[src/rtl/spi_pkg.sv]
// Shared definitions for the mode-0 SPI initiator.
// Holds the FSM state encoding and the SPI bus mode constants.
package spi_pkg;

    localparam logic SPI_CPOL = 1'b0;
    localparam logic SPI_CPHA = 1'b0;

    typedef enum logic [2:0] {
        IDLE,
        SETUP,
        HIGH,
        LOW,
        LOW_LAST,
        GAP
    } spi_state_t;

endpackage

[src/rtl/spi_tick_gen.sv]
// Phase counter for spi_master: phase_end is high for one cycle when the current
// phase has lasted CLK_DIV cycles; restart reloads the count for a fresh phase.
module spi_tick_gen #(
    parameter int CLK_DIV = 4
) (
    input  logic clk,
    input  logic reset,
    input  logic restart,
    output logic phase_end
);

    localparam int CW = $clog2(CLK_DIV + 1);
    localparam logic [CW-1:0] RELOAD = CW'(CLK_DIV - 1);

    if (CLK_DIV < 1) begin : g_bad_div
        $error("spi_tick_gen: CLK_DIV must be at least 1");
    end

    logic [CW-1:0] cnt;

    // Counts down to zero and parks there; the owner restarts it on every phase change.
    always_ff @(posedge clk or posedge reset) begin
        if (reset) begin
            cnt <= RELOAD;
        end else if (restart) begin
            cnt <= RELOAD;
        end else if (cnt != '0) begin
            cnt <= cnt - 1'b1;
        end
    end

    assign phase_end = (cnt == '0);

endmodule

[src/rtl/spi_master.sv]
// Mode-0 SPI initiator: one DATA_WIDTH-bit transfer per accepted start, spi_sclk divided from clk.
// Build option SPI_MASTER_LSB_FIRST_EN: shift LSB first in both directions (default MSB first).
module spi_master
    import spi_pkg::*;
#(
    parameter int CLK_DIV    = 4,
    parameter int DATA_WIDTH = 8
) (
    input  logic                  clk,
    input  logic                  reset,
    input  logic                  start,
    input  logic [DATA_WIDTH-1:0] tx,
    input  logic                  hold_cs,
    output logic                  busy,
    output logic                  done,
    output logic [DATA_WIDTH-1:0] rx,
    output logic                  spi_sclk,
    output logic                  spi_cs_n,
    output logic                  spi_mosi,
    input  logic                  spi_miso
);

    localparam int BW = $clog2(DATA_WIDTH + 1);
    localparam logic [BW-1:0] BITS = BW'(DATA_WIDTH);

    if (DATA_WIDTH < 2) begin : g_bad_width
        $error("spi_master: DATA_WIDTH must be at least 2");
    end
    if (SPI_CPOL != 1'b0 || SPI_CPHA != 1'b0) begin : g_bad_mode
        $error("spi_master: only SPI mode 0 is implemented");
    end

    spi_state_t            state, state_next;
    logic [DATA_WIDTH-1:0] shreg;
    logic [BW-1:0]         bit_cnt;
    logic                  hold_q;
    logic                  accept;
    logic                  restart;
    logic                  phase_end;

    logic                  first_bit;
    logic                  head_bit;
    logic [DATA_WIDTH-1:0] shreg_shifted;

`ifdef SPI_MASTER_LSB_FIRST_EN
    assign first_bit     = tx[0];
    assign head_bit      = shreg[0];
    assign shreg_shifted = {spi_miso, shreg[DATA_WIDTH-1:1]};
`else
    assign first_bit     = tx[DATA_WIDTH-1];
    assign head_bit      = shreg[DATA_WIDTH-1];
    assign shreg_shifted = {shreg[DATA_WIDTH-2:0], spi_miso};
`endif

    // Every non-idle phase ends in a state change, so each phase end restarts the counter.
    assign accept  = (state == IDLE) && start;
    assign restart = accept || ((state != IDLE) && phase_end);

    spi_tick_gen #(
        .CLK_DIV(CLK_DIV)
    ) u_tick_gen (
        .clk      (clk),
        .reset    (reset),
        .restart  (restart),
        .phase_end(phase_end)
    );

    always_ff @(posedge clk or posedge reset) begin
        if (reset) begin
            state <= IDLE;
        end else begin
            // NOTE: non-blocking so every register samples pre-edge values and updates together.
            state <= state_next;
        end
    end

    always_comb begin
        // NOTE: default first so every path assigns state_next and no latch is inferred.
        state_next = state;
        case (state)
            IDLE:     if (start)     state_next = SETUP;
            SETUP:    if (phase_end) state_next = HIGH;
            HIGH:     if (phase_end) state_next = (bit_cnt < BITS) ? LOW : LOW_LAST;
            LOW:      if (phase_end) state_next = HIGH;
            LOW_LAST: if (phase_end) state_next = hold_q ? IDLE : GAP;
            GAP:      if (phase_end) state_next = IDLE;
            default:  state_next = IDLE;
        endcase
    end

    // bit_cnt counts bits already presented on spi_mosi; the first goes out on accept.
    always_ff @(posedge clk or posedge reset) begin
        if (reset) begin
            shreg    <= '0;
            bit_cnt  <= '0;
            hold_q   <= 1'b0;
            spi_sclk <= SPI_CPOL;
            spi_cs_n <= 1'b1;
            spi_mosi <= 1'b0;
            busy     <= 1'b0;
            done     <= 1'b0;
            rx       <= '0;
        end else begin
            done <= 1'b0;
            case (state)
                IDLE: begin
                    if (start) begin
                        shreg    <= tx;
                        hold_q   <= hold_cs;
                        bit_cnt  <= BW'(1);
                        spi_cs_n <= 1'b0;
                        spi_mosi <= first_bit;
                        busy     <= 1'b1;
                    end
                end
                SETUP, LOW: begin
                    if (phase_end) begin
                        spi_sclk <= ~SPI_CPOL;
                        shreg    <= shreg_shifted;
                    end
                end
                HIGH: begin
                    if (phase_end) begin
                        spi_sclk <= SPI_CPOL;
                        if (bit_cnt < BITS) begin
                            spi_mosi <= head_bit;
                            bit_cnt  <= bit_cnt + 1'b1;
                        end
                    end
                end
                LOW_LAST: begin
                    if (phase_end) begin
                        rx   <= shreg;
                        done <= 1'b1;
                        if (hold_q) begin
                            busy <= 1'b0;
                        end else begin
                            spi_cs_n <= 1'b1;
                        end
                    end
                end
                GAP: begin
                    if (phase_end) begin
                        busy <= 1'b0;
                    end
                end
                default: ;
            endcase
        end
    end

endmodule

[config.mk]
export PLATFORM = sky130hd
export DESIGN_NAME = spi_master
export DESIGN_NICKNAME = d
export VERILOG_FILES = /design/src/rtl/spi_pkg.sv /design/src/rtl/spi_tick_gen.sv /design/src/rtl/spi_master.sv
export SDC_FILE = /design/constraint.sdc
export NUM_CORES = 1
export LEC_CHECK = 0
export ABC_AREA = 1
export CORE_MARGIN = 8
export CORE_UTILIZATION = 55
export CTS_BUF_LIST = sky130_fd_sc_hd__clkbuf_4 sky130_fd_sc_hd__clkbuf_8 sky130_fd_sc_hd__clkbuf_16
export DETAILED_ROUTE_END_ITERATION = 7
export PLACE_DENSITY = 0.93
export SKIP_CTS_REPAIR_TIMING = 1
export SLEW_MARGIN = 10
export SYNTH_ARGS = -nofsm -noshare
export SYNTH_HDL_FRONTEND = slang
export SYNTH_SLANG_ARGS = --single-unit
[constraint.sdc]
create_clock -name clk -period 3.6 [get_ports clk]
set_input_delay 0.72 -clock clk [delete_from_list [all_inputs] [get_ports clk]]
set_output_delay 0.72 -clock clk [all_outputs]
set_load 0.03 [all_outputs]
==> impl_metrics.toml, run 1 <==
[run_status]
outcome = "completed"

[placed_design]
dpl.hpwl_um = 2328
placed_area_sq_mm = 0.001841
gp_congestion = 0.8977
portBuffers = 25
preCtsSetupSlack_ps = 1562

[power_and_ir_drop]
ir_drop_uv = 630.0
leakage_nw = 0.9668
total_power_mw = 1.843
power_density_mw_per_mm2 = 959.8

[grt]
grt_pass1_vias = 1273
grt_max_degree = 33
grt_usage = 0.1438
overflow = 0
antenna_found_initial = 0
grt_pass1_wl_um = 5727

[drt]
wl_per_cell_um = 12.40
antenna_left = 0
met3WireLength_um = 226
vias_per_cell = 5.154
dr_total_vias = 1340
totalWireLength_um = 3225
firstDrtPassIters = 4
drt-met1-wl_um = 1458
drtIter0Drc = 80
dr_wl_met2_um = 1472
drcViolationCount = 0
top_layer_used = "met4"

[clocking]
clkTransAtPathRegs_ps = 100
clk_latency_ps = 340
cts_buffers = 5
clockBufferDepth = 2
cts_root_buf = "clkbuf_4"
htreeDepth = 2
cts_tree = "done"
cts.sinks = 32

[timing]
max_slew.worst_pin.slew_ps = 394.2
rsz0062_at_grt = "no"
hold_viol = 0
slew_violations = 0
setup_ws_ps = 1330
finClkSkew_ps = 8.682
min_period_ps = 2270
setup_tns_ps = 0
max_freq_ghz = 0.4406
max_slew_margin = 0.7372
final-setup-viol-count = 0
fin_crit_sh = 0.6305

[synth]
yosysSeqAreaShare = 0.5119
ys_types = 22
synth_nets = 214
yosysWarnings = 0
synth_async_sr_flop_share = 1.000
syn_area_sq_mm = 0.001572
avgSynthCellArea_sq_um = 7.937
synthCells = 198
yosys_most_used_dff = "dfrtp_1"
synth-seq-cells = 32
synth_edf_count = 0

[cells_and_area]
syn_to_final_growth_pct = 22.21
diodes = 0
final_area_sq_mm = 0.001921
post-route-util = 0.7025
layout.nets = 244
final_layout_size_suffix_gt1_frac = 0.08297

[worst_setup_path]
endpoint_kind = "primary output"
max_stage_delay_ps = 670
worstPathMaxFanout = 2
crit_chain = "clkdlybuf4s50_1"
cp_num_buf_inv = 1
cp_slowest_cell = "clkdlybuf4s50_1"
cp.required_ps = 2880
cp.depth = 1
crit_family = "buffers and inverters"
critical_path_class = "flip-flop to primary output"
rr_worst_depth = 7
cp-start-kind = "flip-flop"
crit_arrival_ps = 1550

[min_path]
hold_path.class = "flip-flop to flip-flop"
whs_path_depth = 2

[floorplanning]
start_util = 0.5748
dieArea_sq_mm = 0.004824
fp.dieH_um = 69.46
core_area_sq_mm = 0.002734
die_w_um = 69.46
std_cell_rows = 19
io_pins = 26

[flow_run]
maxCapViolations = 0
flip-flops by register name, summed over array words and instances (netlist names):
name	cells
rx	8
shreg	8
bit_cnt	4
state	3
u_tick_gen.cnt	3
busy	1
done	1
hold_q	1
spi_cs_n	1
spi_mosi	1
spi_sclk	1
through the flow:
stage          cells  hold slack, ps
2_1_floorplan    198           441.5
3_3_place_gp     252           453.4
3_5_place_dp     252           459.5
4_1_cts          260           480.3
5_1_grt          260           500.2
6_report         260           473.2
kinds of logic after synthesis:
group	after synthesis	share of synthesized area
AND/OR/NAND/NOR	99	0.2659
AO/OA/AOI/OAI	36	0.1178
flip-flops	32	0.5119
buffers and inverters	27	0.07483
adder cells (fa/ha/maj)	3	0.02389
XOR/XNOR	1	0.005574
final timing paths:
path                                               startpoint                       endpoint  slack, ps
worst max-delay path                     spi_cs_n$_DFFE_PP1P_                       spi_cs_n       1330
worst min-delay path                     spi_cs_n$_DFFE_PP1P_           spi_cs_n$_DFFE_PP1P_        470
worst max register to register  u_tick_gen.cnt[0]$_DFFE_PP1P_              rx[1]$_DFFE_PP0P_       1900
worst min register to register           spi_cs_n$_DFFE_PP1P_           spi_cs_n$_DFFE_PP1P_        470
max in group asynchronous                               reset  u_tick_gen.cnt[1]$_DFFE_PP1P_       2520
min in group asynchronous                               reset              rx[2]$_DFFE_PP0P_        750
synthesized netlist by cell type (2+ instances only):
| master | instances | area, sq um |
|---|---|---|
| dfrtp_1 | 29 | 725.7 |
| dfstp_2 | 3 | 78.83 |
| nand4_1 | 3 | 18.77 |
| a31oi_1 | 2 | 12.51 |
| inv_1 | 23 | 86.33 |
| nand3_2 | 2 | 20.02 |
| nor2_1 | 13 | 48.80 |
| o21ai_0 | 32 | 160.2 |
| nand3_1 | 7 | 35.03 |
| nand2_1 | 69 | 259.0 |
| ha_1 | 3 | 37.54 |
| buf_6 | 2 | 22.52 |
metal layers:
layer,up-vias,GRT usage
met5,-,0
met4,0,0.08200
met3,7,0.04721
met2,38,0.2182
met1,610,0.1742
li1,685,-
where the power goes:
group	internal, mW	total (mW)	switching [mW]
Clock	0.153	0.273	0.120
Combinational	0.329	0.924	0.596
Sequential	0.533	0.646	0.113
Total	1.02	1.84	0.828
layout by cell type (no fill, tap or decap):
cell type / n
nor2_2: 1
clkinv_2: 1
o21ai_0: 32
nand4_1: 3
nand3_1: 7
ha_1: 3
inv_1: 23
clkdlybuf4s50_1: 25
nand3_2: 2
nor2_4: 1
buf_4: 1
clkbuf_4: 6
dfrtp_1: 29
nor2_1: 13
bufinv_16: 1
inv_2: 1
a21oi_1: 1
nand2_2: 1
a211oi_1: 1
dfstp_2: 3
and2_0: 1
a31oi_1: 2
nand2_1: 69
xnor2_1: 1
or2_2: 1
cell type report:
class | count | area [sq um]
inverters | 24 | 90.09
fillers | 227 | 813.3
repair buffers | 26 | 257.7
flip-flops and latches | 32 | 804.5
clock buffers | 6 | 45.04
multi-input cells | 139 | 649.4
clock inverters | 2 | 35.03
well taps | 31 | 38.79
Power figures use the tool's default switching activity.
==> inputs of run 2 (changes only) <==
--- a/config.mk
+++ b/config.mk
@@ -7,10 +7,10 @@
 export LEC_CHECK = 0
 export ABC_AREA = 1
 export CORE_MARGIN = 8
-export CORE_UTILIZATION = 55
+export CORE_UTILIZATION = 47
 export CTS_BUF_LIST = sky130_fd_sc_hd__clkbuf_4 sky130_fd_sc_hd__clkbuf_8 sky130_fd_sc_hd__clkbuf_16
 export DETAILED_ROUTE_END_ITERATION = 7
-export PLACE_DENSITY = 0.93
+export PLACE_DENSITY = 0.86
 export SKIP_CTS_REPAIR_TIMING = 1
 export SLEW_MARGIN = 10
 export SYNTH_ARGS = -nofsm -noshare
==> constraint.sdc (replaced) <==
create_clock -name clk -period 1.9 [get_ports clk]
set_input_delay 0.38 -clock clk [delete_from_list [all_inputs] [get_ports clk]]
set_output_delay 0.38 -clock clk [all_outputs]
set_load 0.03 [all_outputs]
==> impl_metrics.toml, run 2 (synthesized netlist as in run 1, its figures left out) <==
[timing]
final-setup-viol-count = 0
max_slew_margin = 0.7359
hold_viol = 0
setup_ws_ps = 118.0
slew_violations = 0
rsz0062_at_grt = "no"
finClkSkew_ps = 12.29
max_freq_ghz = 0.5612
min_period_ps = 1782
max_slew.worst_pin.slew_ps = 396.1
fin_crit_sh = 0.9379

[power_and_ir_drop]
leakage_nw = 0.9855
p_sw_frac = 0.4497
power_frac_clock = 0.150
sequentialPowerShare = 0.349
p_sw_mw = 1.572
total_power_mw = 3.495
p_int_mw = 1.923
ir_drop_uv = 653.4
combPwrFrac = 0.501
power_density_mw_per_mm2 = 1800

[cells_and_area]
final_layout_size_suffix_gt1_frac = 0.08297
layout_common_cells = "nand2_1 (69), o21ai_0 (32), dfrtp_1 (29), clkdlybuf4s50_1 (24), inv_1 (23)"
syn_to_final_growth_pct = 23.57
layout.nets = 244
final_common_cell = "nand2_1"
diodes = 0
post-route-util = 0.5912
top_regs = "rx x8, shreg x8, bit_cnt x4"

[floorplanning]
die_w_um = 73.83
fp.dieH_um = 73.83
std_cell_rows = 21
dieArea_sq_mm = 0.005450
start_util = 0.4785
io_pins = 26
core_area_sq_mm = 0.003284

[placed_design]
portBuffers = 25
gp_congestion = 0.8762
preCtsSetupSlack_ps = 192.2
dpl.hpwl_um = 2424

[drt]
dr_total_vias = 1326
wl_per_cell_um = 11.93
totalWireLength_um = 3281
vias_per_cell = 4.822
drcViolationCount = 0
firstDrtPassIters = 4
antenna_left = 0
drtIter0Drc = 125

[clocking]
cts_buffers = 5
clockBufferDepth = 2
cts_root_buf = "clkbuf_4"
clkTransAtPathRegs_ps = 100
cts.sinks = 32
clk_latency_ps = 340
cts_tree = "done"
htreeDepth = 2

[worst_setup_path]
critical_path_class = "flip-flop to primary output"
reg2reg_slack_ps = 240
cp.required_ps = 1520
endpoint_kind = "primary output"
crit_chain = "clkdlybuf4s50_1"
crit_family = "buffers and inverters"
cp-start-kind = "flip-flop"
r2r-start = "u_tick_gen.cnt[0]$_DFFE_PP1P_"
crit_arrival_ps = 1400
worstPathMaxFanout = 2
cp_num_buf_inv = 1
startpoint = "rx[6]$_DFFE_PP0P_"
cp_slowest_cell = "clkdlybuf4s50_1"
max_stage_delay_ps = 690

[run_status]
outcome = "completed"

[grt]
overflow = 0
grt_max_degree = 33
antenna_found_initial = 0
grt_usage = 0.1359
grt_pass1_vias = 1320
grt_pass1_wl_um = 5664

[min_path]
hold_path.class = "input port to asynchronous set/reset pin"

[flow_run]
maxCapViolations = 0
==> run 2: cell types whose count changed in the layout (fill, tap and decap cells not counted), sizes merged <==
cell           before  now
clkdlybuf4s50      25   24
dlymetal6s2s        0    1
==> run 2: final timing paths <==
| path | end | depth (start not counted) |
|---|---|---|
| worst max-delay path | rx[6] | 1 |
| worst min-delay path | rx[4]$_DFFE_PP0P_ | 3 |
| worst max register to register | rx[6]$_DFFE_PP0P_ | 6 |
| worst min register to register | spi_cs_n$_DFFE_PP1P_ | 2 |
| max in group asynchronous | u_tick_gen.cnt[0]$_DFFE_PP1P_ | 3 |
| min in group clk | spi_cs_n$_DFFE_PP1P_ | 2 |
==> run 2: layout make-up <==
class                   count  area [sq um]
inverters                  24         90.09
fillers                   298          1343
repair buffers             26         260.3
multi-input cells         139         649.4
flip-flops and latches     32         804.5
clock inverters             2         35.03
clock buffers               6         45.04
well taps                  46         57.56
==> run 2: power groups by stage <==
stage / Sequential, mW / Clock [mW] / Combinational (mW)
final: 1.22 / 0.526 / 1.75
after global routing: 1.27 / 0.568 / 2.03
after detailed placement: 1.23 / 0 / 1.76
after global placement: 1.22 / 0 / 1.71
after floorplan: 1.42 / 0 / 1.06
after CTS: 1.22 / 0.535 / 1.77
==> run 2: layer usage <==
metal / track usage / vias to the layer above / wire length, um
li1: - / 687 / -
met1: 0.1713 / 596 / 1505
met2: 0.2037 / 36 / 1485
met3: 0.04911 / 7 / 231
met4: 0.05543 / 0 / 58
met5: 0 / - / 0
==> run 2: through the flow <==
stage,hold WS (ps),TNS (ps),instances,area (sq um)
6_report,405.4,0,275,1942
5_1_grt,473.3,0,275,1942
4_1_cts,423.2,-34.82,275,1939
3_5_place_dp,459.1,0,267,1859
3_3_place_gp,449.0,0,267,1859
2_1_floorplan,441.5,0,198,1572
